**src/rtl/servo_frame_timebase.sv**
```systemverilog
// Servo frame timebase: prescaled free-running frame counter plus a
// frame-aligned PWM threshold (PULSE_MIN + clamped position sample).
// Optional stale-sample watchdog: define SERVO_FRAME_TIMEBASE_WATCHDOG_EN.
module servo_frame_timebase #(
  parameter int CLK_DIV      = 100,
  parameter int PERIOD_TICKS = 3000,
  parameter int PULSE_MIN    = 1000,
  parameter int PULSE_RANGE  = 1000,
  parameter int SAMPLE_W     = 10,
  parameter int CNT_W        = 12,
  parameter int WDOG_FRAMES  = 16
) (
  input  logic                clk,
  input  logic                rst,
  input  logic                sample_valid,
  input  logic [SAMPLE_W-1:0] sample_data,
  output logic [CNT_W-1:0]    cntr_val,
  output logic [CNT_W-1:0]    x_val,
  output logic                tick,
  output logic                frame_start,
  output logic                sample_stale
);

  localparam int PS_W = (CLK_DIV > 1) ? $clog2(CLK_DIV) : 1;
  localparam logic [CNT_W-1:0] RANGE_C  = CNT_W'(PULSE_RANGE);
  localparam logic [CNT_W-1:0] MIN_C    = CNT_W'(PULSE_MIN);
  localparam logic [CNT_W-1:0] HALF_C   = CNT_W'(PULSE_RANGE / 2);
  localparam logic [CNT_W-1:0] CENTRE_C = CNT_W'(PULSE_MIN + PULSE_RANGE / 2);

  // Parameter sanity: the threshold sum and the frame count must fit CNT_W.
  if (PULSE_MIN + PULSE_RANGE >= (1 << CNT_W)) begin : g_bad_sum
    $error("PULSE_MIN + PULSE_RANGE does not fit in CNT_W bits");
  end
  if (PERIOD_TICKS - 1 >= (1 << CNT_W)) begin : g_bad_period
    $error("PERIOD_TICKS-1 does not fit in CNT_W bits");
  end
  if (SAMPLE_W > CNT_W) begin : g_bad_sample_w
    $error("SAMPLE_W must not exceed CNT_W");
  end
  if (WDOG_FRAMES < 1 || CLK_DIV < 1 || PERIOD_TICKS < 2) begin : g_bad_cfg
    $error("WDOG_FRAMES, CLK_DIV must be >= 1 and PERIOD_TICKS >= 2");
  end

  logic [PS_W-1:0]  presc_q, presc_d;
  logic [CNT_W-1:0] cntr_q, cntr_d;
  logic [CNT_W-1:0] x_q, x_d;
  logic [CNT_W-1:0] pend_q, pend_d;
  logic             tick_q, tick_d;
  logic             fs_q, fs_d;
  logic             presc_wrap, frame_wrap;
  logic [CNT_W-1:0] sample_ext, sample_clamped;

  assign sample_ext     = CNT_W'(sample_data);
  assign sample_clamped = (sample_ext > RANGE_C) ? RANGE_C : sample_ext;
  assign presc_wrap     = (presc_q == PS_W'(CLK_DIV - 1));
  assign frame_wrap     = presc_wrap && (cntr_q == CNT_W'(PERIOD_TICKS - 1));

`ifdef SERVO_FRAME_TIMEBASE_WATCHDOG_EN
  localparam int WD_W = $clog2(WDOG_FRAMES + 1);
  logic [WD_W-1:0] wd_q, wd_d;
  logic            seen_q, seen_d;
  logic            stale_q, stale_d;
`endif

  // Next-state: prescaler, frame counter, sample capture, frame-aligned threshold.
  always_comb begin
    presc_d = presc_wrap ? '0 : presc_q + PS_W'(1);
    tick_d  = presc_wrap;
    fs_d    = frame_wrap;
    cntr_d  = cntr_q;
    if (presc_wrap) begin
      cntr_d = frame_wrap ? '0 : cntr_q + CNT_W'(1);
    end
    pend_d = sample_valid ? sample_clamped : pend_q;
    x_d    = x_q;
    if (frame_wrap) begin
      // A sample arriving in the wrap cycle goes straight into the new frame.
      x_d = MIN_C + (sample_valid ? sample_clamped : pend_q);
    end
`ifdef SERVO_FRAME_TIMEBASE_WATCHDOG_EN
    wd_d    = wd_q;
    stale_d = stale_q;
    seen_d  = frame_wrap ? 1'b0 : (seen_q | sample_valid);
    if (sample_valid) begin
      wd_d    = '0;
      stale_d = 1'b0;
    end else if (frame_wrap && !seen_q) begin
      if (wd_q != WD_W'(WDOG_FRAMES)) begin
        wd_d = wd_q + WD_W'(1);
      end
      // Falling back to centre once, on the boundary the limit is reached.
      if (wd_q == WD_W'(WDOG_FRAMES - 1)) begin
        x_d     = CENTRE_C;
        pend_d  = HALF_C;
        stale_d = 1'b1;
      end
    end
`endif
  end

  // State registers with synchronous reset to the centred, idle timebase.
  always_ff @(posedge clk) begin
    if (rst) begin
      presc_q <= '0;
      cntr_q  <= '0;
      tick_q  <= 1'b0;
      fs_q    <= 1'b0;
      pend_q  <= HALF_C;
      x_q     <= CENTRE_C;
    end else begin
      presc_q <= presc_d;
      cntr_q  <= cntr_d;
      tick_q  <= tick_d;
      fs_q    <= fs_d;
      pend_q  <= pend_d;
      x_q     <= x_d;
    end
  end

`ifdef SERVO_FRAME_TIMEBASE_WATCHDOG_EN
  // Watchdog registers: stale-frame count, sample-seen flag, stale status.
  always_ff @(posedge clk) begin
    if (rst) begin
      wd_q    <= '0;
      seen_q  <= 1'b0;
      stale_q <= 1'b0;
    end else begin
      wd_q    <= wd_d;
      seen_q  <= seen_d;
      stale_q <= stale_d;
    end
  end
  assign sample_stale = stale_q;
`else
  assign sample_stale = 1'b0;
`endif

  assign cntr_val    = cntr_q;
  assign x_val       = x_q;
  assign tick        = tick_q;
  assign frame_start = fs_q;

endmodule

```
**config.mk**
```make
export PLATFORM = sky130hd
export DESIGN_NAME = servo_frame_timebase
export DESIGN_NICKNAME = d
export VERILOG_FILES = /design/src/rtl/servo_frame_timebase.sv
export SDC_FILE = /design/constraint.sdc
export NUM_CORES = 1
export LEC_CHECK = 0
export CAP_MARGIN = 25
export CORE_MARGIN = 4
export CORE_UTILIZATION = 25
export DETAILED_ROUTE_END_ITERATION = 10
export HOLD_SLACK_MARGIN = 0.05
export PLACE_DENSITY = 0.5
export RECOVER_POWER = 50
export SETUP_SLACK_MARGIN = 0.02
export SYNTH_ARGS = -nofsm -noshare
export SYNTH_HDL_FRONTEND = slang
export SYNTH_SLANG_ARGS = --single-unit
```
**constraint.sdc**
```tcl
create_clock -name clk -period 2.4 [get_ports clk]
set_input_delay 0.24 -clock clk [delete_from_list [all_inputs] [get_ports clk]]
set_output_delay 0.24 -clock clk [all_outputs]
set_load 0.005 [all_outputs]
```
==> results.md, run 1 <==
- The power density relative to cell area is 597 nW/um^2.
- The number of antenna violations at the first check in global routing came to 0.
- The total inserted antenna cells is 0.
- The horizontal die dimension is 96.2 um.
- In this run, CTS created clock tree buffers numbering 5.
- The tool flagged a number of max-cap violations equal to 0.
- The hold violation count in the final report is 0.
- A synthesized cell averages 9.58 um^2.
- In the global route stage, overall resource usage came out at 0.102.
- The wire length per cell after detailed routing is 12.3 um.
- The reg-to-reg critical path endpoint is x_val[7]$_SDFFE_PP1P_.
- The share of cells above drive strength 1 is 0.111.
- For the worst-skew pair, the clock arrives at the later sink with an insertion delay of 0.29 ns.
- The synthesis-to-finish area growth is 34.8%.
- The number of nets with antenna violations after routing is 0.
- The floorplan row count is 31.
- The cell leakage power is 0.988 nW.
- By area, the combinational part of the netlist is dominated by simple AND/OR/NAND/NOR gates.
- The critical path's top delay family is compound AO/OA/AOI/OAI gates.
- Across the VDD grid, the largest voltage drop is 0.196 mV.
- The summed instance area of the synthesized netlist is 1940 um^2.
- The compound-gate portion of the synthesized area is 0.106.
- The flow ran to the end, and the final reports show no timing, DRC or antenna violations.
- The critical path goes through clkdlybuf4s50_1 -> o21ai_0 -> or2_2 -> a31oi_1 -> ha_1 -> a21oi_2 -> a21boi_0 -> xnor2_1 -> o32ai_2.
- The clock tree root buffer cell is clkbuf_8.
- The share of the yosys chip area belonging to registers is 0.463.
- The overall die height is 96.2 um.
- Setup violations remaining at the end of the flow were counted as 0.
- The total number of nets in the final design is 267.
- Dividing the final minimum period by the clock period gives 0.860.
- The post-synthesis sequential element count is 45.
- The multi-input combinational cells in the finished layout cover a total of 972 um^2.
- The placed wire-length estimate after detailed placement is 3250 um.
- For the final routed database, the setup TNS stands at 0 ns.
- The largest single stage delay on the critical path is 0.52 ns.
- The leading register cell type out of synthesis is dfxtp_1.
- For this run, design rule violations remaining after detail routing come to 0.
- For this run, the top clock speed supported by timing is 485 MHz.
- The slew of the pin with the lowest slew margin is 0.771 ns.
- The number of distinct standard cells referenced by the synthesized netlist is 46.
- The share of the core filled with cells is 0.354.
- Setup repair after global routing left no endpoint under its margin.
- The clock tree from TritonCTS is built.
- The total power consumption of the routed design is 0.00156 W.
- The initial utilization of the core area, before any placement, comes to 0.262.
- After synthesis, the share of cell area in mux cells is 0.0257.
- The shortest period the worst path allows is 2.06 ns.
- The type of the worst setup path is primary input to register.
- The fraction of the mapped netlist area in adder cells is 0.0193.
- The clock net in this run drives a total of 45 sinks.
- The I/O pin total is 40.
- Setup slack on the critical path of the routed design comes to 0.337 ns.
- The worst slew margin relative to its limit is 0.486.
- The first global-routing pass estimated 7280 um of wire.
- The Yosys step of the flow raised 0 warnings.
- The critical path crosses 9 cells after its start point.
- The total iterations of the first detailed-routing run is 4.
- The violation count after the first detailed-route iteration is 45.
- Clock-pin slew was measured on the worst setup and hold paths at 0.09 ns.
- Counting along the longest clock path gives a buffer depth of 2.
- The port buffer count is 38.
- The worst hold path depth is 1.
- In this run, synthesis inferred 0 flip-flops with an integrated enable.
- After global routing the overflow that remains totals 0.
- Together, buffers and inverters on the worst path number 1.
- After clock tree synthesis, the setup repair step added 0 buffers.
- The final wirelength is 4330 um.
- The synthesized-area fraction occupied by xor and xnor cells is 0.0991.
- The number of resized instances in the post-cts repair step is 0.
- The average vias per placed instance is 4.34.
- The number of global-route vias before repair is 1514.
- The worst setup path is launched from a primary input.
- Routability-driven placement finished with a final weighted congestion of 0.781.
- Prior to clock tree synthesis, the placed netlist has a worst setup slack of 0.0472 ns.
- The area of all sequential standard cells is 901 um^2.
- The die covers 9250 um^2.
- Of the total synthesized cell area, the portion taken by AND, OR, NAND and NOR gates is 0.248.
- Fill cells in the final layout number 785.
- The reg-to-reg startpoint is presc_q[4]$_SDFF_PP0_.
- The core area is 7410 um^2.
- The post-synthesis net count is 219.
- The setup clock skew after layout is 0.00918 ns.
- Synthesis produced 203 cells.
- Entering global routing, the biggest net connects 27 pins.
- The slowest stage cell on the critical path is clkdlybuf4s50_1.
- At the worst endpoint, the required time is 2.61 ns.
- The number of max-slew violations in the final report is 0.
- For hold timing, the worst endpoint is presc_q[0]$_SDFF_PP0_.
- The path class of the tightest hold or removal check is register to register.
- For this run, asynchronously set or reset flops after synthesis account for 0.
- The H-tree was split into 2 levels.
- STA puts the critical path data arrival time at 2.27 ns.
- The maximum fanout along the worst path is 3.
- The kind of capture point of the worst setup path is a register.
- The worst min-delay path startpoint is presc_q[0]$_SDFF_PP0_.
- Measured in cells, the most critical reg-to-reg path has a length of 6.
- After clock tree synthesis, the flow added hold-fix buffers numbering 0.
- For this block, the via count after detailed routing is 1522.
- Setup slack on the worst reg-to-reg path comes out at 0.55 ns.
==> final cells by class <==
type | instances | area share
Multi-Input combinational cell | 144 | 0.371
Tap cell | 99 | 0.0473
Sequential cell | 45 | 0.344
Clock inverter | 3 | 0.0248
Inverter | 6 | 0.00859
Clock buffer | 5 | 0.0263
Timing Repair Buffer | 49 | 0.179
==> registers in the layout, summed over array words and instances (netlist names) <==
signal       cells
frame_start      1
presc_q          7
x_val           12
tick             1
pend_q          12
cntr_val        12
==> cells in the final DEF (no fill, tap or decap), types with 2 or more instances in the layout <==
cell type,n
bufinv_16,2
nand4_1,2
mux2i_1,5
a2bb2oi_1,6
nor3_1,5
a31oi_1,4
clkbuf_8,5
ha_1,3
or2_2,2
clkbuf_1,2
and3_1,2
nor2b_1,4
o21a_1,2
dlygate4sd3_1,23
nand3_1,7
and2_1,4
inv_1,5
o21ai_0,5
nand2_1,9
nor2_1,28
dfxtp_1,45
xor2_1,10
nand2b_1,8
buf_4,8
clkdlybuf4s50_1,15
xnor2_1,12
nor4bb_1,2
a22o_1,2
nor3b_1,3
o2bb2ai_1,2
==> where the power goes <==
| group | internal [W] | switching, W | leakage, nW |
|---|---|---|---|
| clock | 0.000414 | 0.000261 | 0.0681 |
| sequential | 0.000761 | 0.00000765 | 0.366 |
| combinational | 0.0000625 | 0.0000592 | 0.554 |
==> worst register-to-register path, cell delays in order, from the launching register on <==
cell and delay [ns]:
dfxtp_1 0.37, nor4b_4 0.43, nand2_2 0.15, nor3_2 0.30
nand2b_1 0.21, inv_2 0.20, a2bb2oi_1 0.09
==> synth_stat cells (3+ instances only) <==
master / n / area, um^2
buf_2: 3 / 15.0
xnor2_1: 12 / 105
xor2_1: 10 / 87.6
ha_1: 3 / 37.5
a2bb2oi_1: 6 / 52.6
a31oi_1: 4 / 25.0
dfxtp_1: 45 / 901
o21ai_0: 5 / 25.0
nor2_1: 28 / 105
mux2i_1: 5 / 50.1
nand3_1: 7 / 35.0
nor3b_1: 3 / 22.5
nor3_1: 5 / 25.0
nor2b_1: 4 / 25.0
inv_1: 5 / 18.8
and2_1: 4 / 25.0
nand2_1: 9 / 33.8
nand2b_1: 8 / 50.1
==> kinds of logic after synthesis <==
kind of cell / count (synthesis)
AOI/OAI and AO/OA: 27
xor gates and xnor gates: 22
adders and majority gates: 3
buffers and inverters: 14
DFF: 45
muxes: 5
other: 1
and+or+nand+nor: 86
==> metrics by stage <==
step / area (um^2) / hold slack, ns / cells
after global placement: 2490 / 0.427 / 343
after global routing: 2620 / 0.486 / 351
after floorplan: 1940 / 0.396 / 203
final: 2620 / 0.447 / 351
after CTS: 2630 / 0.446 / 351
after detailed placement: 2490 / 0.433 / 343
==> worst max path at each step <==
stage                   start                     end  slack (ns)
2_1_floorplan    sample_valid  x_val[11]$_SDFFE_PP0P_        0.51
3_3_place_gp   sample_data[8]  x_val[11]$_SDFFE_PP0P_        0.09
5_1_grt        sample_data[7]  x_val[11]$_SDFFE_PP0P_        0.14
6_report       sample_data[7]  x_val[11]$_SDFFE_PP0P_        0.34
3_5_place_dp   sample_data[7]  x_val[11]$_SDFFE_PP0P_        0.05
4_1_cts        sample_data[7]  x_val[11]$_SDFFE_PP0P_        0.34
==> per-layer routing <==
layer | vias to the layer above | part of all wire | global-route usage
met2 | 30 | 0.46 | 0.158
met1 | 700 | 0.49 | 0.132
met5 | - | 0 | 0
met4 | 0 | 0.0090 | 0.0379
li1 | 788 | - | -
met3 | 4 | 0.047 | 0.0313
(Power assumes the default switching activity.)
==> inputs of run 2 (changes only) <==
CORE_ASPECT_RATIO = 0.5   (was default)
CTS_CLUSTER_SIZE = 24   (was default)
MAX_ROUTING_LAYER = met4   (was default)
==> run 2 against run 1 <==
Net effect:
- clock skew down 0.0030 ns
- worst setup slack worse by 0.040 ns
- non-clock buffer count unchanged
- power up 4.9%
- largest cell class unchanged
- largest power group unchanged
- highest routed layer unchanged
==> results.md, run 2 (synthesis gave the netlist of run 1 again) <==
- The number of resized instances in the post-cts repair step is 0.
- The flow ran to the end, and the final reports show no timing, DRC or antenna violations.
- The design draws 0.00164 W.
- The number of antenna diodes in the final layout is 0.
- Counting cells, the worst reg-to-reg path comes to 7.
- The setup slack after placement is 0.0142 ns.
- After detailed routing, the number of remaining DRC violations is 0.
- Along the worst hold path, the cell count comes to 1.
- Setup repair after global routing left no endpoint under its margin.
- In this run the most critical hold path is launched from presc_q[0]$_SDFF_PP0_.
- The hold violation count in the final report came to 0.
- The setup clock skew after layout is 0.00616 ns.
- The setup fix buffers added after clock tree synthesis is 0.
- The total number of nets in the final design is 267.
- The number of max-slew violations in the final report is 0.
- The number of clock buffers inserted by TritonCTS is 5.
- The number of endpoints failing setup at the final stage is 0.
- The startpoint class of the critical path is a primary input.
- The worst IR drop on VDD is 0.263 mV.
- The library cell used most frequently in the layout, excluding fill and tap cells, is dfxtp_1.
- The instance area at placement is 2490 um^2.
- The slew of the pin with the lowest slew margin is 0.544 ns.
- The first global-routing pass estimated 7340 um of wire.
- Data on the critical path arrives at its endpoint at 2.28 ns.
- For this block, the routed nets add up to 4320 um of wire.
- The shortest period the worst path allows is 2.10 ns.
- The worst path meets setup with 0.297 ns of slack.
- Pin placement for this block handled 40 I/O pins.
- Entering global routing, the biggest net connects 27 pins.
- The core area is 7430 um^2.
- The overall die height is 70.4 um.
- The number of nets with antenna violations after routing is 0.
- The total via count in the routed design is 1508.
- The critical path data required time is 2.57 ns.
- Across the run, the number of max-cap violations was 0.
- Global routing finished with a remaining overflow of 0.
- Measured along the x axis, the die boundary spans 133 um.
- The number of buffers on the longest clock path is 2.
- For this design, the sink count on the clock tree is 45.
- The cell leakage power is 1.01 nW.
- The average vias per placed instance is 4.35.
- After routing the design area is 2650 um^2.
- The worst pin sits at a relative slew slack of 0.638.
- The total routing usage reported by global routing is 0.0963.
- TritonCTS built the clock tree.
- Including well taps, the total number of placed cells is 340.
- The maximum fanout along the worst path is 3.
- For the final routed database, the setup TNS stands at 0 ns.
- The number of antenna violations at the first check in global routing is 0.
- The post-route fraction of the period consumed by the critical path is 0.876.
- In the final layout, the share of cells above drive strength 1 is 0.112.
- For this run, the detailed router's first-pass iteration total came to 4.
- The starting utilization of the core area is 0.262.
- In the final routed layout, each cell accounts on average for 12.4 um.
- The die area is 9340 um^2.
- The violation count after the first detailed-route iteration is 51.
- The port buffer count is 38.
- The clock network latency to the later pin of the worst-skew pair is 0.28 ns.
- The type of the worst setup path is primary input to register.
- The library cells used most frequently in the layout, excluding fill and tap cells, are 45 x dfxtp_1, 28 x nor2_1, 25 x dlygate4sd3_1.
- The global placement routability congestion is 0.785.
- Once layout is complete, the cells apart from fillers number 347.
- The placed wire-length estimate after detailed placement is 3280 um.
- The H-tree depth is 2.
- The power density relative to cell area is 620 nW/um^2.
- The path class of the tightest hold or removal check is register to register.
- For this run, the top clock speed supported by timing is 476 MHz.
- The reg-to-reg startpoint is cntr_val[0]$_SDFFE_PP0P_.
- The floorplan row count is 22.
- From synthesis to final layout, the design area changed by 36.2%.
- The number of global-route vias before repair is 1539.
- The most critical setup path has its startpoint at sample_data[8].
- The kind of capture point of the worst setup path is a register.
- The number of buffers inserted by hold repair at cts is 0.
- The cell sitting at the root of the clock tree is a clkbuf_16.
- After clock tree synthesis, the clock-pin slew on the worst setup and hold paths is 0.06 ns.
==> run 2: where the power goes <==
group	total (W)	internal [W]	switching, W
registers	0.000770	0.000762	0.00000799
logic	0.000123	0.0000634	0.0000597
clock network	0.000749	0.000483	0.000266
==> run 2: final cells by class <==
class	instances	area, um^2
Clock inverter	2	35.0
Timing Repair Buffer	49	472
Inverter	6	22.5
Clock buffer	5	125
Fill cell	753	4780
Tap cell	96	120
Sequential cell	45	901
Multi-Input combinational cell	144	972
==> run 2: worst paths after layout <==
path	end	slack (ns)
max	x_val[9]$_SDFFE_PP0P_	0.30
min	presc_q[0]$_SDFF_PP0_	0.44
max reg2reg	x_val[8]$_SDFFE_PP1P_	0.56
min reg2reg	presc_q[0]$_SDFF_PP0_	0.44
==> run 2: layer usage <==
| layer | global-route usage | up-vias | routed length (um) |
|---|---|---|---|
| li1 | - | 788 | - |
| met1 | 0.126 | 695 | 2200 |
| met2 | 0.155 | 23 | 1940 |
| met3 | 0.0194 | 2 | 155 |
| met4 | 0.0207 | 0 | 23 |
| met5 | - | - | 0 |
==> run 2: through the flow <==
stage,util,hold WS [ns]
5_1_grt,0.356,0.478
4_1_cts,0.357,0.448
2_1_floorplan,-,0.396
3_3_place_gp,0.335,0.428
3_5_place_dp,0.335,0.439
6_report,0.356,0.440
==> run 2: critical path, cell delays in order <==
cell,delay (ns)
clkdlybuf4s50_1,0.52
nand4_1,0.13
or2_2,0.33
nand3_1,0.08
o21ai_0,0.11
ha_1,0.22
a21oi_2,0.15
o21ai_0,0.13
xor2_1,0.16
a22o_1,0.20
==> inputs of run 3 (changes only) <==
CORE_UTILIZATION = 50   (was 25)
PLACE_DENSITY = 0.83   (was 0.5)
==> run 3 against run 2 <==
Net effect:
- combinational power is 3% lower
- clock-buffer cell count increased by 1
- via count up 2.7%
- maximum frequency is 4.4% lower
- final cell count down 14%
- clock power shrank 39%
- non-clock buffer count decreased by 3
- worst setup slack got worse by 0.097 ns
- die area down 46%
- sequential power about the same
- clock skew decreased by 0.0017 ns
- design area shrank 6.0%
==> results.md, run 3 (synthesis gave the netlist of run 1 again) <==
- The run finished with clean final reports.
- STA puts the critical path data required time at 2.57 ns.
- In this run the core area contains 15 standard-cell rows.
- The number of max-slew violations in the final report is 0.
- Clock tree synthesis selected as its root buffer the cell clkbuf_8.
- In this run the standard cell core region covers 3580 um^2.
- Once layout is complete, the utilization of the core stands at 0.694.
- 0 antenna diodes ended up in the layout.
- The cell total after placement is 292.
- The number of resized instances in the post-cts repair step is 0.
- For this design, the CTS-stage hold fixing added 0 buffers.
- Of the cells placed in the final design, the portion with a size suffix greater than 1 is 0.0964.
- The slew of the pin with the lowest slew margin is 0.514 ns.
- Entering global routing, the biggest net connects 27 pins.
- The switching part of the total is 0.238.
- For this run, the slowest stage of the critical path takes 0.53 ns.
- IR analysis of the VDD net gives a maximum drop of 0.250 mV.
- The violation count after the first detailed-route iteration is 56.
- The type of the worst setup path is primary input to register.
- The share of total power dissipated in combinational logic is 0.089.
- The worst hold slack after final layout is 0.443 ns.
- The hold violation count in the final report came to 0.
- The number of global-route vias before repair came to 1441.
- The overall die height is 52.1 um.
- The clock slew at the register clock pins of the worst setup and hold paths is 0.08 ns.
- The total number of nets in the final design is 264.
- In this run the tightest slew margin relative to its limit is 0.657.
- The total congestion overflow is 0.
- Input and output buffers added on the ports amount to 38.
- The cell leakage power is 0.939 nW.
- The setup fix buffers added after clock tree synthesis is 0.
- The worst setup path is launched from a primary input.
- The number of endpoints failing setup at the final stage is 0.
- Summed over all layers, the routed wires come to 4230 um.
- The H-tree was split into 2 levels.
- The total via count in the routed design is 1548.
- The number of clock buffers inserted by TritonCTS is 5.
- The clock reaches the later pin of the worst-skew pair after 0.30 ns.
- The worst hold-check path type is register to register.
- Based on the critical path, the design can be clocked at up to 455 MHz.
- The portion of total power attributed to the clock network is 0.339.
- Along the worst path, the maximum fanout reaches 3.
- The setup slack after placement is -0.0651 ns.
- The global placement routability congestion is 0.861.
- The clock passes through at most 2 buffers.
- For this design the top-level I/O count stands at 40.
- Setup repair after global routing left no endpoint under its margin.
- The die area is 5010 um^2.
- STA classifies the critical path endpoint as a register.
- For this configuration, the core starts out at a cell density of 0.542.
- The largest individual stage delay along the critical path comes from the cell clkdlybuf4s50_1.
- The shortest period the worst path allows is 2.20 ns.
- The horizontal die dimension is 96.2 um.
- The global-route wire length before repair is 6820 um.
- The library cells used most frequently in the layout, excluding fill and tap cells, are 45 x dfxtp_1, 28 x nor2_1, 20 x dlygate4sd3_1.
- Walking the worst path, the cells encountered are clkdlybuf4s50_1 -> o21ai_0 -> or2_2 -> a31oi_1 -> ha_1 -> a21oi_2 -> a21boi_0 -> xnor2_1 -> o32ai_2.
- The power density relative to cell area is 540 nW/um^2.
- Max-cap violations in this run came to 0.
- The share of total power dissipated in sequential elements is 0.572.
- Dividing the detail-routed wire length by the instance count gives 14.1 um.
- Before antenna repair, the detailed router went through 4 iterations.
- The data arrival time of the worst path is 2.37 ns.
- The most common library cell in the layout ignoring fill and taps is dfxtp_1.
- The synthesis-to-finish area growth is 27.9%.
- The total routing usage reported by global routing is 0.187.
- The wire-length estimate of the detail-placed layout is 3140 um.
- The average vias per placed instance is 5.16.
- The number of antenna violations at the first check in global routing is 0.
- Between clock sinks in the finished design, the worst skew comes to 0.00441 ns.
- The analysis attributes to net switching a power of 0.000320 W.
- Excluding fillers, the count of instances in the completed layout stands at 300.
- TritonCTS built the clock tree.
- Dividing the final minimum period by the clock period gives 0.916.
- The total clock sinks is 45.
- After detailed routing, the number of remaining DRC violations is 0.
- The worst-case setup margin in the final layout is 0.201 ns.
- The number of nets with antenna violations after routing is 0.
- The internal power is 0.00102 W.
[run 3: metrics by stage]
step / total power, W / setup TNS (ns) / instance area, um^2
after floorplan: 0.000857 / 0 / 1940
after global placement: 0.000901 / 0 / 2410
after detailed placement: 0.000905 / -0.0796 / 2410
after CTS: 0.00135 / 0 / 2490
after global routing: 0.00141 / 0 / 2490
final: 0.00134 / 0 / 2490
[run 3: critical path: cells and delay by family]
kind                       cells  cell delay [ns]
AOI/OAI and AO/OA              5             0.84
xor gates and xnor gates       1             0.18
adders and majority gates      1             0.27
buffers and inverters          1             0.53
and+or+nand+nor                1             0.31
[run 3: area by class of cell]
cell class                      instances  area, um^2
Tap cell                               51        63.8
Multi-Input combinational cell        144         972
Timing Repair Buffer                   46         445
Clock buffer                            6        72.6
Sequential cell                        45         901
Fill cell                             288        1100
Clock inverter                          2        10.0
Inverter                                6        22.5
[run 3: worst paths after layout]
check / from / endpoint / slack [ns] / cells past startpoint
max: sample_data[4] / x_val[11]$_SDFFE_PP0P_ / 0.20 / 9
min: presc_q[0]$_SDFF_PP0_ / presc_q[0]$_SDFF_PP0_ / 0.44 / 1
max reg2reg: cntr_val[0]$_SDFFE_PP0P_ / cntr_val[1]$_SDFFE_PP0P_ / 0.38 / 7
min reg2reg: presc_q[0]$_SDFF_PP0_ / presc_q[0]$_SDFF_PP0_ / 0.44 / 1
[run 3: routing by layer]
metal / global-route usage / wire length [um]
met5: - / 0
met1: 0.218 / 1900
met2: 0.310 / 2070
met3: 0.0520 / 196
met4: 0.0708 / 64
[run 3: power by group through the flow]
stage          sequential (W)  combinational (W)  clock [W]
2_1_floorplan        0.000784          0.0000728          0
3_3_place_gp         0.000785           0.000116          0
3_5_place_dp         0.000786           0.000118          0
4_1_cts              0.000769           0.000120   0.000463
5_1_grt              0.000771           0.000129   0.000505
6_report             0.000769           0.000119   0.000455
